**config.mk**
```make
export PLATFORM = sky130hd
export DESIGN_NAME = lsm_sequencer
export DESIGN_NICKNAME = d
export VERILOG_FILES = /design/src/rtl/lsm_sequencer.sv
export SDC_FILE = /design/constraint.sdc
export NUM_CORES = 1
export LEC_CHECK = 0
export CAP_MARGIN = 20
export CORE_MARGIN = 2
export CORE_UTILIZATION = 40
export CTS_BUF_LIST = sky130_fd_sc_hd__clkbuf_8
export DETAILED_ROUTE_END_ITERATION = 8
export PLACE_DENSITY = 0.87
export SLEW_MARGIN = 10
export SYNTH_ARGS = -nofsm -noshare
export SYNTH_HDL_FRONTEND = slang
export SYNTH_SLANG_ARGS = --single-unit
```
**constraint.sdc**
```tcl
create_clock -name clk -period 2.2 [get_ports clk]
set_input_delay 0.44 -clock clk [delete_from_list [all_inputs] [get_ports clk]]
set_output_delay 0.44 -clock clk [all_outputs]
set_load 0.02 [all_outputs]
```
**src/rtl/lsm_sequencer.sv**
```systemverilog
// lsm_sequencer: walks an 8-bit register mask from R0 to R7 and issues one
// single-cycle access per selected register on the shared data-memory port.
// Loads write memory data into the register file; stores write register
// data out to memory. Addresses increment once per access from the base.
module lsm_sequencer (
  input  logic        clk,
  input  logic        rst_n,
  input  logic        i_start,
  input  logic        i_is_store,
  input  logic [15:0] i_base_addr,
  input  logic [7:0]  i_reg_mask,
  output logic        o_busy,
  output logic        o_done,
  output logic [3:0]  o_xfer_count,
  output logic [15:0] o_mem_address,
  output logic [15:0] o_mem_wrdata,
  output logic        o_mem_read,
  output logic        o_mem_write,
  input  logic [15:0] i_mem_dataout,
  output logic [2:0]  o_rf_rd_sel,
  input  logic [15:0] i_rf_rd_data,
  output logic        o_rf_wr_en,
  output logic [2:0]  o_rf_wr_sel,
  output logic [15:0] o_rf_wr_data
);

  typedef enum logic [1:0] {
    S_IDLE = 2'd0,
    S_XFER = 2'd1,
    S_DONE = 2'd2
  } state_t;

  state_t      r_state;
  state_t      w_state_next;
  logic [15:0] r_addr;
  logic [7:0]  r_mask;
  logic        r_store;
  logic [3:0]  r_count;
  logic [2:0]  w_idx;
  logic [7:0]  w_mask_cleared;

  // Lowest set bit of the remaining mask, and the mask with that bit removed.
  always_comb begin
    // NOTE: assign a default before any conditional update so no latch is inferred.
    w_idx = 3'd0;
    // Scan downward so the last match (the lowest index) wins.
    for (int i = 7; i >= 0; i--) begin
      if (r_mask[i]) w_idx = 3'(i);
    end
    w_mask_cleared = r_mask & ~(8'd1 << w_idx);
  end

  // Next-state decode.
  always_comb begin
    w_state_next = r_state;
    case (r_state)
      S_IDLE: if (i_start) w_state_next = (i_reg_mask != 8'd0) ? S_XFER : S_DONE;
      S_XFER: if (w_mask_cleared == 8'd0) w_state_next = S_DONE;
      S_DONE: w_state_next = S_IDLE;
      default: w_state_next = S_IDLE;
    endcase
  end

  // State register plus operation context: address, remaining mask, mode, count.
  always_ff @(posedge clk or negedge rst_n) begin
    if (!rst_n) begin
      r_state <= S_IDLE;
      r_addr  <= 16'd0;
      r_mask  <= 8'd0;
      r_store <= 1'b0;
      r_count <= 4'd0;
    end else begin
      // NOTE: non-blocking assignments so every register samples pre-edge values.
      r_state <= w_state_next;
      case (r_state)
        S_IDLE: begin
          if (i_start) begin
            r_addr  <= i_base_addr;
            r_mask  <= i_reg_mask;
            r_store <= i_is_store;
            r_count <= 4'd0;
          end
        end
        S_XFER: begin
          r_mask  <= w_mask_cleared;
          r_addr  <= r_addr + 16'd1;
          r_count <= r_count + 4'd1;
        end
        default: ;
      endcase
    end
  end

  // Port outputs decoded from state; everything idles at zero outside XFER,
  // which also makes reset drop the strobes asynchronously.
  always_comb begin
    o_busy        = (r_state != S_IDLE);
    o_done        = (r_state == S_DONE);
    o_xfer_count  = r_count;
    o_mem_address = 16'd0;
    o_mem_wrdata  = 16'd0;
    o_mem_read    = 1'b0;
    o_mem_write   = 1'b0;
    o_rf_rd_sel   = 3'd0;
    o_rf_wr_en    = 1'b0;
    o_rf_wr_sel   = 3'd0;
    o_rf_wr_data  = 16'd0;
    if (r_state == S_XFER) begin
      o_mem_address = r_addr;
      if (r_store) begin
        o_rf_rd_sel  = w_idx;
        o_mem_wrdata = i_rf_rd_data;
        o_mem_write  = 1'b1;
      end else begin
        o_mem_read   = 1'b1;
        o_rf_wr_en   = 1'b1;
        o_rf_wr_sel  = w_idx;
        o_rf_wr_data = i_mem_dataout;
      end
    end
  end

endmodule
```
## Yosys cells after proc, flatten, opt, wreduce, memory -nomap -nowiden

Cells that the tools add are included.

| operators by class | value |
|---|---|
| add/subtract/negate cells | 2 |
| equal/unequal tests | 4 |
| shift operators | 1 |
| mux-type cells | 31 |
| bitwise operators | 2 |
| reductions and logical operators | 8 |

Operator list:

| operator | number |
|---|---|
| 2-to-1 mux 16 bit | 6 |
| 2-to-1 mux 3 bit | 12 |
| case mux 16 bit (2 select lines) | 1 |
| adder 16 x 1 -> 16 bit, second input constant | 1 |
| case mux 8 bit (2 select lines) | 1 |
| AND 8 bit | 1 |
| logical NOT 8 bit | 1 |
| 2-to-1 mux 8 bit | 1 |
| NOT 8 bit | 1 |
| case mux 4 bit (2 select lines) | 1 |
| nonzero test 8 bit | 1 |
| left shift 1 x 3 -> 8 bit, first input constant | 1 |
| 2-to-1 mux 2 bit | 3 |
| AND reduction 2 bit | 3 |
| adder 4 x 1 -> 4 bit, second input constant | 1 |
| 2-to-1 mux 1 bit | 4 |
| 2-to-1 mux 4 bit | 1 |
| inequality test 2 bit, second input constant | 2 |
| case mux 2 bit (2 select lines) | 1 |
| nonzero test 2 bit | 2 |
| == test 2 x 1 -> 1 bit, second input constant | 1 |
| == test 2 bit, second input constant | 1 |
| logical NOT 2 bit | 1 |

| word-level totals | value |
|---|---|
| flip-flop bits (word level) | 31 |
| input bits | 60 |
| output and inout port bits | 63 |
| word-level logic and storage cells | 53 |

## Depth between registers and ports, before layout

Gate-level depths: netlist (run 1).

| depth | value |
|---|---|
| word-level depth | 14 |
| mapped depth | 6 |
| mapped depth without buffers | 5 |

## Worst setup path before layout (run 1)

OpenSTA, ideal clock, no wires.

| timing | value |
|---|---|
| path kind | register -> output |
| from | register r_mask[2] |
| to | output port o_rf_rd_sel[2] |
| data arrival time | 1,505 ps |
| required time | 1,760 ps |
| slack | 255 ps |
| cell stages (with the launch flop) | 5 |
| buffers on the path | 1 |
| cells stage by stage | dfrtp_1 or4_1 buf_2 a21o_1 nor2_1 |

| between the ends | value |
|---|---|
| word-level cells in the longest chain between the ends | 5 |

Ends and longest elaborated chain:

| what | line | source |
|---|---|---|
| start, declared | 36 | `logic [7:0] r_mask;` |
| start signal, assigned | 79 | `r_mask <= i_reg_mask;` |
| start signal, assigned | 85 | `r_mask <= w_mask_cleared;` |
| 2-to-1 mux 3 bit (3 in a row) | 48 | `if (r_mask[i]) w_idx = 3'(i);` |
| 2-to-1 mux 3 bit | 110 | `if (r_store) begin` |
| 2-to-1 mux 3 bit | 108 | `if (r_state == S_XFER) begin` |
| end, declared | 20 | `output logic [2:0] o_rf_rd_sel,` |

Every way passes these cells.

## Worst setup path after layout (run 1)

| timing | value |
|---|---|
| from | register r_mask[3] |
| to | output port o_rf_wr_sel[0] |

| between the ends | value |
|---|---|
| word-level cells in the longest chain between the ends | 6 |

Ends and longest elaborated chain:

| what | line | source |
|---|---|---|
| 2-to-1 mux 3 bit (4 in a row) | 48 |  |
| 2-to-1 mux 3 bit | 110 |  |
| 2-to-1 mux 3 bit | 108 |  |
| end, declared | 23 | `output logic [2:0] o_rf_wr_sel,` |

Every way passes these cells.

==> results of run 1 <==
metrics by stage:
stage	area [um2]	setup slack (ps)	setup TNS, ps
after floorplan	2210	255	0
after global placement	3690	-25.7	-49.2
after detailed placement	3690	-22.5	-67.5
after CTS	3720	8.46	0
after global routing	3680	-21.5	-21.5
final	3680	101	0
synth_stat cells (all sizes together) (2+ instances only):
| cell | n |
|---|---|
| nand3 | 6 |
| a31oi | 7 |
| a221o | 2 |
| o22ai | 3 |
| o21ai | 12 |
| nor3b | 6 |
| nor3 | 8 |
| nand2 | 17 |
| ha | 2 |
| and2 | 27 |
| nor2b | 4 |
| nand2b | 6 |
| a22o | 2 |
| or4 | 3 |
| a32oi | 2 |
| a21o | 2 |
| inv | 12 |
| a211o | 2 |
| a21oi | 16 |
| a311oi | 2 |
| a2bb2oi | 3 |
| clkbuf | 12 |
| nor2 | 32 |
| o22a | 5 |
| nand4 | 4 |
| buf | 5 |
| o221a | 2 |
| dfrtp | 31 |
| and3 | 19 |
| nor4 | 2 |
cell families (layout without fill, tap and decap cells):
family | count (synthesis) | after routing | share of synthesized area (%)
simple gates | 137 | 137 | 33.2
compound gates | 72 | 72 | 23.8
flops | 31 | 31 | 35.1
buf+inv | 30 | 172 | 5.38
fa+ha+maj | 3 | 3 | 1.59
mux | 2 | 2 | 0.963
how the worst max path moves through the flow:
| stage | start | depth (start not counted) | to |
|---|---|---|---|
| after global placement | r_mask[3]$_DFFE_PN0P_ | 4 | o_rf_wr_sel[2] |
| after CTS | r_mask[3]$_DFFE_PN0P_ | 6 | o_rf_wr_sel[0] |
| after floorplan | r_mask[2]$_DFFE_PN0P_ | 4 | o_rf_rd_sel[2] |
| final | r_mask[3]$_DFFE_PN0P_ | 6 | o_rf_wr_sel[0] |
| after detailed placement | r_mask[3]$_DFFE_PN0P_ | 4 | o_rf_rd_sel[2] |
| after global routing | r_mask[6]$_DFFE_PN0P_ | 6 | o_rf_wr_sel[1] |
where the power goes:
part | total (uW) | internal, uW | switching, uW
clock network | 446 | 245 | 201
registers | 1110 | 832 | 275
logic | 3550 | 1580 | 1980
metal layers:
layer | routed length, um | vias up | global-route usage [%]
met5 | 0 | - | 0
met4 | 90 | 0 | 7.54
met3 | 600 | 9 | 5.06
met2 | 3550 | 124 | 42.8
met1 | 3160 | 1266 | 30.0
li1 | - | 1283 | -
state kept, by name, indices dropped and copies added (netlist names):
signal and cells:
r_addr 16, r_mask 8, o_xfer_count 4, r_state 2, r_store 1
layout make-up:
cell class | instances | area, um2
multi-input combinational | 214 | 1330
tap | 72 | 90.1
clock buffer | 6 | 82.6
inverter | 13 | 48.8
sequential | 31 | 776
fill | 488 | 1730
clock inverter | 1 | 5.00
timing repair buffer | 152 | 1350
worst register-to-register path, delay by kind of cell, from the launching register on:
family | cells | cell delay, ps
and+or+nand+nor | 1 | 560
buffers and inverters | 1 | 190
AOI/OAI and AO/OA | 3 | 660
DFF | 1 | 380
==> metrics.txt, run 1 <==
critical path's top delay family=compound AO/OA/AOI/OAI gates; ranking of synthesized cells by area=dfrtp_1, and2_1, nor2_1, and3_1, a21oi_1; first-pass GRT wire length=12000 um; gr ovfl total=0; ys flop type=dfrtp_1; ordered cell list for the critical path=buf_4 > inv_1 > a221o_1 > a21o_1 > nor2_1 > buf_2; Max IR drop VDD=0.000858 V; crit-path max FO=4; most common cell after layout, fill and taps aside=clkdlybuf4s50_1; post-synthesis async set-or-reset flop share=100%; FF-to-FF End=r_state[0]$_DFFE_PN0P_; syn_area_per_cell=8.03 um2; placed insts=482; RSZ-0062 raised after global routing=yes; post-route ant nets=0; number of diodes=0; TritonCTS clock tree=built; H-Tree Depth=2; root buf cell=clkbuf_8; startpoint class of the critical path=flip-flop; Clock Tree Buf Depth=2; share of post-route cells with drive strength above 1=14.9%; die width=78.3 um; synth-to-layout area growth=66.5%; CTS Hold Bufs=0; DRC=0; Worst Max-Slew Pin Slew=483 ps; Hold Path Stages=2; mapped cell area=0.00221 mm2; Initial Util=40.9%; Syn Nets=337; DR vias/cell=5.48; Worst Setup End Kind=primary output; hold-critical path endpoint=o_xfer_count[3]$_DFFE_PN0P_; PD cells=1390 mW/mm2; post-CTS resize count=64; R2R setup slack=310 ps; Post-Syn Instances=275; CP peak stage delay=370 ps; total power=5110 uW; Fmax achieved=0.476 GHz; Final setup viols=0; Cell Count, Final, Fillers Out=489; Hold Slack=528 ps; Leak=0.00179 uW; final WL=7400 um; PortBufs=122; Core Area=0.00541 mm2; largest net degree at the start of global routing=32; HP Start=o_xfer_count[3]$_DFFE_PN0P_; post-synthesis sequential area ratio=35.1%; GRT Total Usage=24.4%; vias in the first global route=2526; detailed placement HPWL=5700 um; Final Cycle Share=95.4%; # IOs=123; final hold violation count=0; slowest cell on the critical path=a221o_1; worst clock skew=3.31 ps; initial antenna violation count=0; CTS clk-pin slew, worst paths=60 ps; Vias=2682; # Post-CTS Setup Buffers=0; worst skew pair latency=280 ps; Post-Route Utilization=68.1%; Synth area leader=dfrtp_1; most frequent cells in the layout=clkdlybuf4s50_1, dlygate4sd2_1, nor2_1; CTS buffer count=5; required time of the critical path=1760 ps; post-synth top area share=35.1%; status=completed; gpl congestion=0.905; r2r startpoint=r_mask[3]$_DFFE_PN0P_; Worst Path Buf+Inv=3; critical path arrival=1660 ps; CP Class=reg2out; WL/cell=15.1 um; CTS Sinks=31; Post-synth EDFFs=0; max-slew violation count=0; Yosys reg bits=31; hold crit path type=reg2reg; DR iter-0 viols=101; Synth Warn #=0; Die ar.=0.00613 mm2; Max-Cap Viols=0; slew margin rel.=67.5%; final net count=479; Die Ht=78.3 um; # rows=27; final critical-path required period=2100 ps; Pre-antenna DRT Iters=4; cell depth of the worst flop-to-flop path=5; Yosys cell types=53
No activity file was read; power rests on OpenSTA's default activity.
==> run 2: changes to the inputs <==
Settings changed: PLACE_DENSITY 0.87 to default, PLACE_DENSITY_LB_ADDON from default to 0.08.
==> run 2 against run 1 <==
Combinational power about the same. Die area did not move. Cell count up 0.20%. Clock skew grew 0.72 ps. Flip-flop and latch count is the same. Register-to-register slack better by 30 ps. Fmax barely moved. Clock power increased by 13%.
==> metrics.txt, run 2 (synthesis gave the netlist of run 1 again) <==
status=completed; DR iter-0 viols=123 (+22%); Initial Util=40.9% (unchanged); Post-Route Utilization=68.4% (+0.32 points); synth-to-layout area growth=67.3%; Setup WS pre-CTS=-34.5 ps (-12.0 ps); CTS Sinks=31 (unchanged); CTS buffer count=5 (unchanged); CP peak stage delay=540 ps (+170 ps); hold crit path type=in2async; share of post-route cells with drive strength above 1=12.9% (-1.9 points); critical path's top delay family=simple AND/OR/NAND/NOR gates; Vias=2638 (-1.6%); first-pass GRT wire length=12000 um (-0.34%); gpl congestion=0.888 (-1.9%); PD cells=1390 mW/mm2 (+0.21%); gr ovfl total=0 (unchanged); # IOs=123 (unchanged); vias in the first global route=2385 (-5.6%); initial antenna violation count=0 (unchanged); Core Area=0.00541 mm2 (unchanged); H-Tree Depth=2 (unchanged); GRT Total Usage=24.2% (-0.16 points); max-slew violation count=0 (unchanged); Final setup viols=0 (unchanged); DRC=0 (unchanged); Leak=0.00180 uW (+0.45%); Worst Max-Slew Pin Slew=597 ps (+114 ps); required time of the critical path=1760 ps (about the same); critical path arrival=1660 ps (about the same); PortBufs=122 (unchanged); slew margin rel.=59.8% (-7.7 points); largest net degree at the start of global routing=32 (unchanged); Die ar.=0.00613 mm2 (unchanged); max reg flops=16 (unchanged); Fmax achieved=0.476 GHz (about the same); DR vias/cell=5.38 (-1.8%); most common cell after layout, fill and taps aside=clkdlybuf4s50_1; RSZ-0062 raised after global routing=no; final critical-path required period=2100 ps (+1.61 ps); post-route ant nets=0 (unchanged); Worst Path Buf+Inv=1 (-2); Die Ht=78.3 um (unchanged); slowest cell on the critical path=or4_1; Worst Setup End Kind=primary output; Setup WS post-layout=99.4 ps (-1.61 ps); Fillers=463 (-5.1%); startpoint class of the critical path=flip-flop; ordered cell list for the critical path=or4_1 > a21o_1 > nor2_1 > buf_2; most frequent cells in the layout=clkdlybuf4s50_1, dlygate4sd2_1, nor2_1, dfrtp_1, buf_4; crit-path max FO=2 (-2); WL/cell=15.3 um (+1.4%); TritonCTS clock tree=built; Max-Cap Viols=0 (unchanged); CTS Hold Bufs=0 (unchanged); Max IR drop VDD=0.000794 V (-7.5%); die width=78.3 um (unchanged); Biggest register=r_addr; number of diodes=0 (unchanged); worst clock skew=4.03 ps (+0.719 ps); Final Cycle Share=95.5% (about the same); Clock Tree Buf Depth=2 (unchanged); Pre-antenna DRT Iters=4 (unchanged); area of the multi-input gates=0.00133 mm2 (-0.19%); final hold violation count=0 (unchanged); FF+latch area=776 um2 (unchanged); final net count=479 (unchanged); CTS clk-pin slew, worst paths=70 ps (about the same); # rows=27 (unchanged); detailed placement HPWL=5680 um (-0.40%); Setup TNS=0 ps (unchanged); final WL=7520 um (+1.6%); CP Class=reg2out; root buf cell=clkbuf_8; worst skew pair latency=290 ps (about the same)
==> run 2: changes by cell type in the layout (fill, tap and decap cells not counted), moves of 3 or more <==
cell,delta
clkbuf_2,-10
clkdlybuf4s15_1,-5
dlygate4sd2_1,+18
dlymetal6s2s_1,-3
==> run 2: power breakdown <==
| group | switching, uW | internal [uW] | total (uW) |
|---|---|---|---|
| sequential | 262 | 832 | 1090 |
| clock | 223 | 281 | 504 |
| combinational | 2000 | 1550 | 3550 |
==> run 2: worst register-to-register path, cell delays in order, from the launching register on <==
cell and delay (ps):
dfrtp_1 380, or4_1 540, buf_4 190, a2111oi_4 340, o22ai_1 160, o2bb2ai_1 140
==> run 2: area by class of cell <==
type | count | share of cell area (%)
inverter | 13 | 1.39
tap | 72 | 2.44
timing repair buffer | 152 | 36.6
clock buffer | 7 | 2.61
multi-input combinational | 214 | 35.8
sequential | 31 | 21.0
clock inverter | 1 | 0.102
==> run 2: metrics by stage <==
step / std cells / total power [uW] / cell area [um2] / hold slack [ps]
detailed placement: 482 / 4900 / 3680 / 515
global route: 490 / 5530 / 3700 / 564
floorplan: 275 / 3200 / 2210 / 144
finish: 490 / 5140 / 3700 / 537
global placement: 482 / 4840 / 3680 / 498
CTS: 490 / 5130 / 3710 / 532
==> run 2: path summary, 6_finish.rpt <==
| path | cells past startpoint | start | slack, ps | to |
|---|---|---|---|---|
| worst max-delay path | 4 | r_mask[3]$_DFFE_PN0P_ | 100 | o_rf_rd_sel[2] |
| worst min-delay path | 2 | rst_n | 540 | o_xfer_count[0]$_DFFE_PN0P_ |
| worst max register to register | 5 | r_mask[3]$_DFFE_PN0P_ | 340 | r_state[0]$_DFFE_PN0P_ |
| worst min register to register | 1 | r_addr[6]$_DFFE_PN0P_ | 540 | r_addr[6]$_DFFE_PN0P_ |
| max in group asynchronous | 2 | rst_n | 1370 | r_mask[3]$_DFFE_PN0P_ |
| min in group clk | 1 | r_addr[6]$_DFFE_PN0P_ | 540 | r_addr[6]$_DFFE_PN0P_ |
==> run 2: repair_timing <==
item,in CTS,in global routing
cloned,0,0
buffers inserted,0,0
pin swaps,0,1
resized for setup,71,9
endpoints found under the setup margin,59,5
==> run 2: routing by layer <==
layer / vias up / global-route usage [%] / routed length (um)
met2: 119 / 39.9 / 3450
li1: 1274 / - / -
met4: 0 / 5.96 / 80
met1: 1238 / 31.6 / 3290
met3: 7 / 6.67 / 699
met5: - / 0 / 0
==> run 3: changes to the inputs <==
Settings changed: SLEW_MARGIN 10 to default.
==> results of run 3 <==
Final layout, timing and power as in run 2 (identical DEF).
==> patch: new RTL, flow settings as in run 2 <==
Reset style: synchronous (`rst_n`), changed in one clocked block. Comments in the files are not updated.
--- a/src/rtl/lsm_sequencer.sv
+++ b/src/rtl/lsm_sequencer.sv
@@ -64,3 +64,3 @@
   // State register plus operation context: address, remaining mask, mode, count.
-  always_ff @(posedge clk or negedge rst_n) begin
+  always_ff @(posedge clk) begin
     if (!rst_n) begin
Behaviour: differs if rst_n is asserted again (counterexample within 4 cycles, from zero or initial values and one cycle with rst_n low); with rst_n held inactive, the same outputs for 10 cycles.
==> patch against run 2 <==
Via count is 3.3% higher. Sequential cell count stayed put. Global-route usage is 1.3 points higher. Utilization is 1.1 points lower. Synthesized area is 0.11% higher. Setup slack worse by 21 ps. Clock skew is 1.9 ps higher. Final area is 0.95% lower. Synthesized cell count is 5.8% higher. Wire length is 5.3% higher. Hold slack worse by 9.0 ps. Critical endpoint is now o_rf_wr_sel[1].
Power is not compared: it rests on default switching activity, and its combinational part moved more than twofold at a synthesized area within 25%.
==> patch: results (changes against run 2) <==
* Status: complete, no violations
* Syn avg cell area at 7.60 um^2 (-5.4%)
* CTS root buffer: clkbuf_8
* Clock Tree Buf Depth at 2 (unchanged)
* Post-synthesis adder-cell area fraction at 0.0158 (-0.0000179)
* Async set-reset flop share out of synthesis at 0 (-1.00)
* Vias in the first global route at 2503 (+4.9%)
* Largest net degree at the start of global routing at 29 (-9.4%)
* Antenna Nets Post-Route at 0 (unchanged)
* CTS clk-pin slew, worst paths at roughly 60 ps
* Leak Pwr at approximately 1.7 nW
* Top reg by flops: r_addr
* Vias per cell at 5.48 (+1.8%)
* Antenna violations before repair at 0 (unchanged)
* Antenna Cells at 0 (unchanged)
* Synth top cells by count: and2_1 (31), dfxtp_1 (31), nor2_1 (23)
* Total Wirelength at 7920 um (+5.3%)
* # fillers at 516 (+11%)
* Wirelength per Cell at 15.9 um (+3.9%)
* Post-Synth XOR/XNOR Area at 0.0198 (+0.0198)
* First-pass GRT wire length at 12600 um (+4.8%)
* Crit path max fanout at 7 (+5)
* Slew at the pin closest to its max-slew limit at 495 ps (-102 ps)
* TritonRoute pass-1 iters at 4 (unchanged)
* Clk_lat worst skew at 280 ps
* Share of layout cells above drive strength 1 at 0.115 (-0.0139)
* Final Net Count at 487 (+1.7%)
* Detailed Place HPWL at 5950 um (+4.7%)
* Max IR drop VDD at around 560 uV
* Max Cap Violations at 0 (unchanged)
* Final GP Congestion at 0.894 (+0.77%)
* Area fraction in compound gates after synthesis at 0.252 (+0.0144)
* Yosys warning total at 0 (unchanged)
* Sequential element share of the synthesized area at 0.281 (-0.0705)
* Number of flip-flops under the largest register name at 16 (unchanged)
* Post-Syn Nets at 353 (+4.7%)
* H-tree depth at 2 (unchanged)
* Mux contribution to synthesized area at 0.0147 (+0.00508)
* Tot Pwr at about 2 mW
* GRT Resource Usage Total at 0.256 (+0.0132)
* Hold Path Class: reg2reg
* Worst slack, placed at -51.0 ps (-16.5 ps)
* Post-CTS setup buffers at 0 (unchanged)
* Main area contributors after synthesis: dfxtp_1 (28%), and2_1 (8.8%), and3_1 (5.4%), a21oi_1 (4.1%), nor2_1 (3.9%)
* Post-Route Skew at 5.94 ps (+1.91 ps)
* CP Data Arrival Time at 1680 ps (+20 ps)
* 1st-iter DRT viols at 150 (+22%)
* Count of cell types in the netlist at 52 (-1.9%)
* Port bufs at 122 (unchanged)
* CTS buffer count at 5 (unchanged)
-- patch: where the power goes --
group / internal [mW] / switching (mW)
clock network: 0.245 / 0.213
logic: 0.427 / 0.456
registers: 0.627 / 0.0782
-- patch: cells by family (layout without fill, tap and decap cells) --
family | after synthesis | count (layout)
fa+ha+maj | 3 | 3
simple gates | 137 | 137
mux | 3 | 3
compound gates | 78 | 78
flops | 31 | 31
xor+xnor | 5 | 5
buf+inv | 34 | 168
-- patch: path summary, 6_finish.rpt --
check / cells after the start / from / slack [ps] / to
setup / recovery: 6 / r_mask[6] / 80 / o_rf_wr_sel[1]
setup reg to reg: 5 / r_mask[1] / 330 / r_state[0]
hold / removal: 1 / r_addr[7] / 530 / r_addr[7]
hold reg to reg: 1 / r_addr[7] / 530 / r_addr[7]
-- patch: through the flow --
stage	setup TNS [ps]	instance area [um^2]	hold WS (ps)
global route	0	3660	561
floorplan	0	2220	460
finish	0	3660	528
global placement	-41.0	3650	507
detailed placement	-51.0	3650	506
CTS	0	3670	524
-- patch: cell type report --
class                   instances  area, um^2  share of cell area
well taps                      72        90.1              0.0246
inverters                       9        33.8             0.00923
multi-input cells             226        1450               0.396
clock buffers                   6        82.6              0.0226
flip-flops and latches         31         621               0.170
clock inverters                 1        5.00             0.00137
repair buffers                152        1380               0.377
-- patch: metal layers --
metal  wire length, um  GRT usage
met1              3350      0.331
met2              3850      0.423
met3               510     0.0506
met4               206     0.0895
met5                 0          0
-- patch: what timing repair did --
item / 4_1_cts / 5_1_grt
gates resized for setup: 64 / 12
endpoints found under the setup margin: 57 / 11
pin swaps: 1 / 1
-- patch: worst max-delay path: stages (launching register included) --
cell and delay (ps):
dfxtp_1 310, buf_4 160, nor2_1 150, nor3_1 70, o31ai_1 310, nor3_1 70
dlygate4sd2_1 330
